===== config.mk =====
export PLATFORM = sky130hd
export DESIGN_NAME = alu_cmd_queue
export DESIGN_NICKNAME = d
export VERILOG_FILES = /design/src/rtl/alu_cmd_queue.sv
export SDC_FILE = /design/constraint.sdc
export NUM_CORES = 1
export LEC_CHECK = 0
export CORE_MARGIN = 2
export CORE_UTILIZATION = 59
export CTS_BUF_LIST = sky130_fd_sc_hd__clkbuf_8
export DETAILED_ROUTE_END_ITERATION = 12
export PLACE_DENSITY_LB_ADDON = 0.25
export SETUP_SLACK_MARGIN = 0.5
export SYNTH_ARGS = -nofsm -noshare
export SYNTH_HDL_FRONTEND = slang
export SYNTH_SLANG_ARGS = --single-unit

===== constraint.sdc =====
create_clock -name clk -period 3.3 [get_ports clk]
set_input_delay 0.495 -clock clk [delete_from_list [all_inputs] [get_ports clk]]
set_output_delay 0.495 -clock clk [all_outputs]
set_load 0.03 [all_outputs]

===== src/rtl/alu_cmd_queue.sv =====
// Command FIFO in front of a combinational 8-bit ALU, with a registered valid/ready result stage.
// Optional result flags (res_zero_o, res_carry_o) are built when ALU_QUEUE_FLAGS_EN is defined.
module alu_cmd_queue #(
  parameter  int DEPTH = 4,
  localparam int AW    = $clog2(DEPTH)
) (
  input  logic       clk,
  input  logic       reset_n,
  input  logic       cmd_valid_i,
  output logic       cmd_ready_o,
  input  logic [7:0] cmd_a_i,
  input  logic [7:0] cmd_b_i,
  input  logic [2:0] cmd_op_i,
  output logic [7:0] alu_a_o,
  output logic [7:0] alu_b_o,
  output logic [2:0] alu_op_o,
  input  logic [7:0] alu_res_i,
  output logic       res_valid_o,
  input  logic       res_ready_i,
  output logic [7:0] res_data_o,
  output logic [2:0] res_op_o
`ifdef ALU_QUEUE_FLAGS_EN
  ,
  output logic       res_zero_o,
  output logic       res_carry_o
`endif
);

  typedef struct packed {
    logic [7:0] a;
    logic [7:0] b;
    logic [2:0] op;
  } cmd_t;

  localparam logic [AW:0] FULL_COUNT = (AW + 1)'(DEPTH);

  if (DEPTH < 2 || (DEPTH & (DEPTH - 1)) != 0) begin : g_bad_depth
    $error("alu_cmd_queue: DEPTH must be a power of two and at least 2");
  end

  cmd_t          mem_q [DEPTH];
  cmd_t          head;
  logic [AW-1:0] wr_ptr_q, wr_ptr_d;
  logic [AW-1:0] rd_ptr_q, rd_ptr_d;
  logic [AW:0]   count_q, count_d;
  logic          res_valid_q, res_valid_d;
  logic [7:0]    res_data_q, res_data_d;
  logic [2:0]    res_op_q, res_op_d;
  logic          push, pop, empty;

`ifdef ALU_QUEUE_FLAGS_EN
  logic       res_zero_q, res_zero_d;
  logic       res_carry_q, res_carry_d;
  logic [8:0] add_sum;
  logic       carry_now;
`endif

  assign empty       = (count_q == '0);
  assign cmd_ready_o = (count_q != FULL_COUNT);
  assign push        = cmd_valid_i & cmd_ready_o;
  assign pop         = ~empty & (~res_valid_q | res_ready_i);
  assign head        = mem_q[rd_ptr_q];

  // The ALU sees zeros rather than stale storage while the queue is empty.
  always_comb begin
    alu_a_o  = '0;
    alu_b_o  = '0;
    alu_op_o = '0;
    if (!empty) begin
      alu_a_o  = head.a;
      alu_b_o  = head.b;
      alu_op_o = head.op;
    end
  end

`ifdef ALU_QUEUE_FLAGS_EN
  assign add_sum = {1'b0, alu_a_o} + {1'b0, alu_b_o};

  always_comb begin
    carry_now = 1'b0;
    case (alu_op_o)
      3'b000:  carry_now = add_sum[8];
      3'b001:  carry_now = (alu_a_o < alu_b_o);
      default: carry_now = 1'b0;
    endcase
  end
`endif

  always_comb begin
    wr_ptr_d    = wr_ptr_q;
    rd_ptr_d    = rd_ptr_q;
    count_d     = count_q;
    res_valid_d = res_valid_q;
    res_data_d  = res_data_q;
    res_op_d    = res_op_q;
`ifdef ALU_QUEUE_FLAGS_EN
    res_zero_d  = res_zero_q;
    res_carry_d = res_carry_q;
`endif
    if (push) wr_ptr_d = wr_ptr_q + AW'(1);
    if (pop)  rd_ptr_d = rd_ptr_q + AW'(1);
    case ({push, pop})
      2'b10:   count_d = count_q + (AW + 1)'(1);
      2'b01:   count_d = count_q - (AW + 1)'(1);
      default: count_d = count_q;
    endcase
    // A consumed result with nothing to replace it leaves data/op holding their last values.
    if (pop) begin
      res_valid_d = 1'b1;
      res_data_d  = alu_res_i;
      res_op_d    = alu_op_o;
`ifdef ALU_QUEUE_FLAGS_EN
      res_zero_d  = (alu_res_i == 8'h00);
      res_carry_d = carry_now;
`endif
    end else if (res_ready_i) begin
      res_valid_d = 1'b0;
    end
  end

  always_ff @(posedge clk or negedge reset_n) begin
    if (!reset_n) begin
      wr_ptr_q    <= '0;
      rd_ptr_q    <= '0;
      count_q     <= '0;
      res_valid_q <= 1'b0;
      res_data_q  <= '0;
      res_op_q    <= '0;
`ifdef ALU_QUEUE_FLAGS_EN
      res_zero_q  <= 1'b0;
      res_carry_q <= 1'b0;
`endif
    end else begin
      wr_ptr_q    <= wr_ptr_d;
      rd_ptr_q    <= rd_ptr_d;
      count_q     <= count_d;
      res_valid_q <= res_valid_d;
      res_data_q  <= res_data_d;
      res_op_q    <= res_op_d;
`ifdef ALU_QUEUE_FLAGS_EN
      res_zero_q  <= res_zero_d;
      res_carry_q <= res_carry_d;
`endif
    end
  end

  // Storage is deliberately left out of reset.
  always_ff @(posedge clk) begin
    if (push) mem_q[wr_ptr_q] <= '{a: cmd_a_i, b: cmd_b_i, op: cmd_op_i};
  end

  assign res_valid_o = res_valid_q;
  assign res_data_o  = res_data_q;
  assign res_op_o    = res_op_q;
`ifdef ALU_QUEUE_FLAGS_EN
  assign res_zero_o  = res_zero_q;
  assign res_carry_o = res_carry_q;
`endif

endmodule


-- Yosys cells after proc, flatten, opt, wreduce, memory -nomap -nowiden
Memories as Yosys holds them, arrays and structs flattened.
Cells that the tools add are included.
- register bits: 19
- bits in writable memories: 76
- output and inout port bits: 32
- memories: 1
- add/sub/neg operators: 4
- eq/ne operators: 3
- mux-type cells: 8
- bitwise operators: 5
- reductions and logical operators: 3
- memory list (name ; depth ; bits a word ; rd ports ; clocked after memory_dff ; write ports ; line ; RTL):
    mem_q ; 4 ; 19 ; 1 ; 0 ; 1 ; 41 ; cmd_t mem_q [DEPTH];
- operators by type and width (kind ; count):
    8-bit 2-to-1 mux ; 2
    3-bit case mux with 2 select lines ; 1
    2-bit by 1-bit adder with 2-bit output (second input constant) ; 2
    1-bit 2-to-1 mux ; 4
    2-bit nonzero test ; 2
    3-bit by 1-bit adder with 3-bit output (second input constant) ; 1
    3-bit logical NOT ; 1
    3-bit 2-to-1 mux ; 1
    3-bit inequality test (second input constant) ; 1
    3-bit by 1-bit subtractor with 3-bit output (second input constant) ; 1
    1-bit bitwise AND ; 2
    2-bit by 1-bit equality test with 1-bit output (second input constant) ; 1
    2-bit equality test (second input constant) ; 1
    1-bit NOT ; 2
    1-bit bitwise OR ; 1

-- Longest topological paths before layout
Gate-level depths: netlist of the first run.
- depth after elaboration: 5
- mapped depth: 9
- depth with buffers taken out: 9

-- Worst setup path before layout of the first run
Ideal clock, no wire load.
- path kind: reg-to-reg
- from: register count_q[0]
- to: register count_q[2]
- library setup time: 0.079 ns
- arrival time: 2.080 ns
- required time: 3.221 ns
- setup slack: 1.140 ns
- stages on the path, launching flop included: 10
- buffers on the path: 0
- clock period less this slack: 2.160 ns
- cells stage by stage: dfrtp_1 -> or3b_4 -> and2_4 -> inv_1 -> ha_1 -> inv_1 -> fa_1 -> xor2_1 -> nor2_1 -> xor2_1
- RTL lines (what ; line ; RTL):
    start: declaration ; 45 ; logic [AW:0] count_q, count_d;
    start signal: assignment ; 136 ; count_q <= count_d;
    3-bit inequality test (*) ; 59 ; assign cmd_ready_o = (count_q != FULL_COUNT);
    net cmd_ready_o ; 10 ; output logic cmd_ready_o,
    1-bit bitwise AND (*) ; 60 ; assign push = cmd_valid_i & cmd_ready_o;
    2-bit by 1-bit equality test with 1-bit output or 2-bit equality test (tied branches) ; 102 ; case ({push, pop})
    3-bit case mux with 2 select lines or 2-bit nonzero test (tied branches) ; - ;
The timed path passes the listed nets; every way through them passes the cells marked *.
A chain may end at the register's enable or synchronous reset.

-- Worst setup path after layout of the first run
- from: register rd_ptr_q[0]
- to: output alu_b_o[0]
- word-level cells in the longest chain between the ends: 2
- ends and longest elaborated chain (what ; line ; RTL):
    start: declaration ; 44 ; logic [AW-1:0] rd_ptr_q, rd_ptr_d;
    start signal: assignment ; 135 ; rd_ptr_q <= rd_ptr_d;
    memory 4 x 19 bit ; - ;
    8-bit 2-to-1 mux ; 69 ; if (!empty) begin
    end: declaration ; 15 ; output logic [7:0] alu_b_o,
No other way between the ends.

==> flow_metrics.env, run 1 <==
export IMPL_n_antenna_cell=0
export IMPL_synth_nets=220
export IMPL_avgSynthCellArea_um2=20.5
export IMPL_post_route_period_util_pct=81.3
export IMPL_grtUsageTotal_pct=19.6
export IMPL_coreArea_mm2=0.00624
export IMPL_io_buffers=62
export IMPL_viasPerCell=5.50
export IMPL_start_util_pct=60.1
export IMPL_crit_type="flop to primary output"
export IMPL_r2r_end="count_q[2]"
export IMPL_r2r_start="count_q[0]"
export IMPL_slowest_delay_ns=0.60
export IMPL_dr_wl_met2_um=3380
export IMPL_required_ns=2.80
export IMPL_irDropWorstVdd_uv=575
export IMPL_overflow=0
export IMPL_crit_path_top_delay_cell="clkdlybuf4s50_1"
export IMPL_min_from="res_data_o[6]"
export IMPL_fin_setup_tns_ns=0
export IMPL_cts_root_buf="clkbuf_8"
export IMPL_antenna_found_initial=0
export IMPL_max_freq_mhz=373
export IMPL_io_pins=63
export IMPL_drtPass1Iterations=4
export IMPL_worst_slew_pin_slew_ns=0.847
export IMPL_ys_warn_count=0
export IMPL_drt_iter0_drc=80
export IMPL_arrival_ns=2.19
export IMPL_post_synth_num_cell_types=26
export IMPL_nets=291
export IMPL_min_period_ns=2.68
export IMPL_grt_max_degree=23
export IMPL_drive_gt1_share_pct=22.8
export IMPL_ctsHoldBuffers=0
export IMPL_finalSetupViolations=0
export IMPL_crit_fanout=9
export IMPL_grt_pass1_vias=1999
export IMPL_drt_met1_wl_um=2720
export IMPL_critPathLaunchType="flop"
export IMPL_mostFrequentLayoutCells="edfxtp_1, clkdlybuf4s50_1, nor2b_1, mux4_2, dfrtp_1"
export IMPL_clk_latency_ns=0.34
export IMPL_fp_dieH_um=83.8
export IMPL_cts_buffers=9
export IMPL_clkSinkCount=95
export IMPL_synth_area_mm2=0.00375
export IMPL_detail_route_antenna_nets=0
export IMPL_min_path_type="flop to flop"
export IMPL_final_max_slew_viol_count=0
export IMPL_postSynth_asyncResetShare_pct=20.0
export IMPL_cp_end_kind="primary output"
export IMPL_outcome="completed"
export IMPL_wl_met3_um=219
export IMPL_slew_headroom_pct=43.3
export IMPL_wl_um=6390
export IMPL_p_leak_nw=1.80
export IMPL_dp_slack_ns=0.770
export IMPL_finClkSkew_ns=0.00765
export IMPL_reg2reg_depth=9
export IMPL_synth_seq_cells=95
export IMPL_whs_endpoint="res_data_o[6]"
export IMPL_ys_flop_type="edfxtp_1"
export IMPL_path_clk_slew_ns=0.09
export IMPL_cts_tree="built"
export IMPL_dieArea_mm2=0.00701
export IMPL_drv_cap=0
export IMPL_highest_layer="met4"
export IMPL_routedWlPerCell_um=19.0
export IMPL_synthToLayoutAreaGrowth_pct=25.3
export IMPL_vias=1847
export IMPL_place_congestion=0.713
export IMPL_synth_edf_count=76
export IMPL_grt_pass1_wl_um=10300
export IMPL_final_common_cell="edfxtp_1"
export IMPL_final_hold_viol_count=0
export IMPL_worst_slack_ns=0.618
export IMPL_ys_seq_area_share_pct=73.5
export IMPL_synth_cells=183
export IMPL_path_cells="buf_4 -> mux4_2 -> nor2b_1 -> clkdlybuf4s50_1"
export IMPL_dp_final_hpwl_um=4250
export IMPL_rsz0062_at_grt="no"
export IMPL_reg2reg_slack_ns=1.08
export IMPL_die_x_um=83.8
export IMPL_p_per_area_mw_per_mm2=967
export IMPL_hold_depth=1
export IMPL_clockBufferDepth=2
export IMPL_drc=0
export IMPL_core_rowCount=29
export IMPL_cts_htree_levels=3
-- logic make-up after synthesis --
| group | after synthesis | synth area share, % |
|---|---|---|
| mux | 32 | 15.6 |
| fa+ha+maj | 6 | 2.20 |
| buf+inv | 13 | 1.73 |
| simple gates | 31 | 5.60 |
| flops | 95 | 73.5 |
| xor+xnor | 6 | 1.40 |
-- worst max-delay path, delay by kind of cell, from the launching register on --
family / cells / cell delay, ns
buf+inv: 2 / 0.83
flops: 1 / 0.36
mux: 1 / 0.52
simple gates: 1 / 0.15
-- area by class of cell --
class,instances,area [µm²]
fill,367,1540
timing repair buffer,67,691
tap,77,96.3
multi-input combinational,75,936
clock inverter,7,72.6
clock buffer,9,124
sequential,95,2760
inverter,6,22.5
-- metrics by stage --
stage	area [µm²]	hold slack (ns)	std cells	total power, W	util (%)
5_1_grt	4700	0.543	336	0.00477	75.3
3_5_place_dp	4470	0.500	320	0.00388	71.6
6_report	4700	0.515	336	0.00454	75.3
2_1_floorplan	3750	0.199	183	0.00310	-
3_3_place_gp	4470	0.489	320	0.00382	71.6
4_1_cts	4670	0.520	336	0.00461	74.8
-- power by group --
group | leakage [nW] | internal [W] | switching, W | total [W]
Sequential | 0.914 | 0.00162 | 0.000142 | 0.00176
Combinational | 0.784 | 0.000950 | 0.00109 | 0.00204
Clock | 0.101 | 0.000353 | 0.000392 | 0.000746
-- timing repair --
action,4_1_cts,5_1_grt
buffers inserted,0,0
resized for setup,1,13
setup endpoints to repair,10,13
-- worst max path at each step --
stage                            from           to  slack (ns)  cells after the start
after floorplan            count_q[0]   count_q[2]        1.14                      9
after global placement    rd_ptr_q[1]  alu_op_o[2]        0.84                      4
after detailed placement  rd_ptr_q[1]   alu_a_o[4]        0.77                      4
after CTS                 rd_ptr_q[0]  alu_op_o[1]        0.53                      4
after global routing      rd_ptr_q[0]   alu_b_o[0]        0.50                      4
final                     rd_ptr_q[0]   alu_b_o[0]        0.62                      4
-- flip-flops by register name, indices dropped and copies added (netlist names) --
name,count
mem_q,76
res_data_o,8
count_q,3
res_op_o,3
rd_ptr_q,2
wr_ptr_q,2
res_valid_o,1
-- routing by layer --
layer | GRT usage (%) | vias to the layer above
met4 | 6.16 | 0
met1 | 26.4 | 952
met3 | 3.96 | 8
met5 | 0 | -
li1 | - | 842
met2 | 32.9 | 45
-- synth_stat cells, types with 2 or more instances --
cell type | number | share of area (%)
xnor2_1 | 2 | 0.47
edfxtp_1 | 76 | 61
mux2_2 | 10 | 3.0
mux2_4 | 2 | 0.80
nor2b_1 | 19 | 3.2
dfrtp_1 | 19 | 13
buf_4 | 2 | 0.40
mux4_2 | 18 | 11
inv_1 | 6 | 0.60
and3_2 | 4 | 0.80
clkbuf_1 | 3 | 0.30
ha_1 | 5 | 1.7
xor2_1 | 4 | 0.93
(Power assumes the default switching activity.)
==> inputs of run 2 (changes only) <==
--- a/config.mk
+++ b/config.mk
@@ -6,7 +6,7 @@
 export NUM_CORES = 1
 export LEC_CHECK = 0
 export CORE_MARGIN = 2
-export CORE_UTILIZATION = 59
+export CORE_UTILIZATION = 55
 export CTS_BUF_LIST = sky130_fd_sc_hd__clkbuf_8
 export DETAILED_ROUTE_END_ITERATION = 12
 export PLACE_DENSITY_LB_ADDON = 0.25
==> constraint.sdc (replaced) <==
create_clock -name clk -period 2.7 [get_ports clk]
set_input_delay 0.405 -clock clk [delete_from_list [all_inputs] [get_ports clk]]
set_output_delay 0.405 -clock clk [all_outputs]
set_load 0.03 [all_outputs]
==> flow_metrics.env, run 2 (synthesis results as in run 1) <==
export IMPL_crit_path_start="rd_ptr_q[0]"
export IMPL_drive_gt1_share_pct=34.1
export IMPL_cts_htree_levels=3
export IMPL_io_buffers=62
export IMPL_clk_latency_ns=0.36
export IMPL_place_area_mm2=0.00449
export IMPL_finClkSkew_ns=0.00751
export IMPL_p_leak_nw=1.73
export IMPL_rsz0062_at_grt="yes"
export IMPL_clkSinkCount=95
export IMPL_crit_cells=5
export IMPL_n_antenna_cell=0
export IMPL_critPathLaunchType="flop"
export IMPL_drt_met1_wl_um=2910
export IMPL_viasPerCell=5.42
export IMPL_final_common_cell="edfxtp_1"
export IMPL_cp_end_kind="primary output"
export IMPL_clockBufferDepth=2
export IMPL_vias=1865
export IMPL_die_x_um=86.6
export IMPL_grt_max_degree=21
export IMPL_detail_route_antenna_nets=0
export IMPL_mostFrequentLayoutCells="edfxtp_1, clkdlybuf4s50_1, mux4_2, dfrtp_1, nor2b_1"
export IMPL_largest_register_ffs=76
export IMPL_fp_dieH_um=86.6
export IMPL_crit_fanout=7
export IMPL_worst_slew_pin_slew_ns=0.850
export IMPL_ctsHoldBuffers=0
export IMPL_reg2reg_depth=9
export IMPL_dieArea_mm2=0.00750
export IMPL_critPathTopFamily="multiplexers"
export IMPL_final_hold_viol_count=0
export IMPL_core_rowCount=30
export IMPL_grt_pass1_wl_um=10600
export IMPL_min_path_type="flop to flop"
export IMPL_irDropWorstVdd_uv=685
export IMPL_crit_path_top_delay_cell="mux4_2"
export IMPL_path_clk_slew_ns=0.09
export IMPL_synthToLayoutAreaGrowth_pct=25.9
export IMPL_drc=0
export IMPL_p_per_area_mw_per_mm2=1200
export IMPL_finalSetupViolations=0
export IMPL_worstSetupEndpoint="alu_a_o[1]"
export IMPL_post_route_period_util_pct=82.6
export IMPL_highest_layer="met4"
export IMPL_drv_cap=0
export IMPL_dp_final_hpwl_um=4260
export IMPL_wl_um=6720
export IMPL_outcome="completed"
export IMPL_fillers=442
export IMPL_post_route_util_pct=70.7
export IMPL_r2r_end="count_q[2]"
export IMPL_final_max_slew_viol_count=0
export IMPL_path_cells="buf_6 -> buf_16 -> mux4_2 -> nor2b_1 -> buf_4"
export IMPL_slew_headroom_pct=43.2
export IMPL_max_freq_mhz=448
export IMPL_cts_root_buf="clkbuf_8"
export IMPL_reg2reg_slack_ns=0.55
export IMPL_overflow=0
export IMPL_arrival_ns=1.83
export IMPL_top_register="mem_q"
export IMPL_coreArea_mm2=0.00668
export IMPL_grt_pass1_vias=2067
export IMPL_fin_setup_tns_ns=0
export IMPL_drtPass1Iterations=4
export IMPL_required_ns=2.30
export IMPL_grtUsageTotal_pct=19.8
export IMPL_dr_wl_met2_um=3440
export IMPL_antenna_found_initial=0
export IMPL_place_congestion=0.704
export IMPL_crit_buf_inv=3
export IMPL_routedWlPerCell_um=19.5
export IMPL_io_pins=63
export IMPL_nets=296
export IMPL_slowest_delay_ns=0.48
export IMPL_r2r_start="count_q[1]"
export IMPL_min_period_ns=2.23
export IMPL_design_area_mm2=0.00473
export IMPL_cts_tree="built"
export IMPL_wl_met3_um=293
export IMPL_crit_type="flop to primary output"
export IMPL_cts_buffers=9
export IMPL_drt_iter0_drc=99
export IMPL_start_util_pct=56.2
==> run 2: cell types whose count changed in the layout (fill, tap and decap cells not counted), moves of 2 or more <==
cell,change
buf_2,+7
buf_4,+7
buf_6,+8
clkdlybuf4s50_1,-7
clkinvlp_4,+2
dlymetal6s2s_1,-13
inv_6,-2
inv_8,+2
nor2b_1,-6
nor2b_4,+6
==> run 2: how the worst min path moves through the flow <==
stage                        from             to  slack [ns]  cells past startpoint
floorplan                 reset_n     count_q[0]        0.11                      0
global placement    res_data_o[4]  res_data_o[4]        0.49                      1
detailed placement  res_data_o[4]  res_data_o[4]        0.50                      1
CTS                 res_data_o[4]  res_data_o[4]        0.52                      1
global route        res_data_o[4]  res_data_o[4]        0.53                      1
finish              res_data_o[4]  res_data_o[4]        0.51                      1
==> run 2: metal layers <==
metal | GRT usage (%) | up-vias
met5 | 0 | -
met4 | 5.11 | 0
met3 | 5.90 | 9
met2 | 34.0 | 51
met1 | 24.8 | 952
li1 | - | 853
==> run 2: timing repair <==
| action | 4_1_cts | 5_1_grt |
|---|---|---|
| buffers inserted | 1 | 2 |
| pin swaps | 0 | 1 |
| resized for setup | 107 | 28 |
| setup endpoints to repair | 20 | 18 |
| gates cloned | 1 | 0 |
==> run 2: final cells by class <==
class | count | area (µm²) | area share [%]
multi-input cells | 75 | 971 | 20.5
clock inverters | 7 | 57.6 | 1.22
flip-flops and latches | 95 | 2760 | 58.4
repair buffers | 72 | 692 | 14.6
inverters | 6 | 22.5 | 0.477
well taps | 80 | 100 | 2.12
clock buffers | 9 | 124 | 2.62
==> run 2: where the power goes <==
group | switching [W] | total (W) | internal (W)
registers | 0.000139 | 0.00211 | 0.00197
logic | 0.00145 | 0.00272 | 0.00126
clock network | 0.000506 | 0.000851 | 0.000345
==> run 2: metrics by stage <==
step                instances  total power [W]  worst slack, ns  hold slack (ns)
finish                    344          0.00568            0.469            0.513
global route              344          0.00599            0.423            0.527
CTS                       342          0.00554            0.447            0.516
detailed placement        324          0.00478            0.422            0.496
global placement          324          0.00473            0.449            0.489
floorplan                 183          0.00379            0.540            0.109
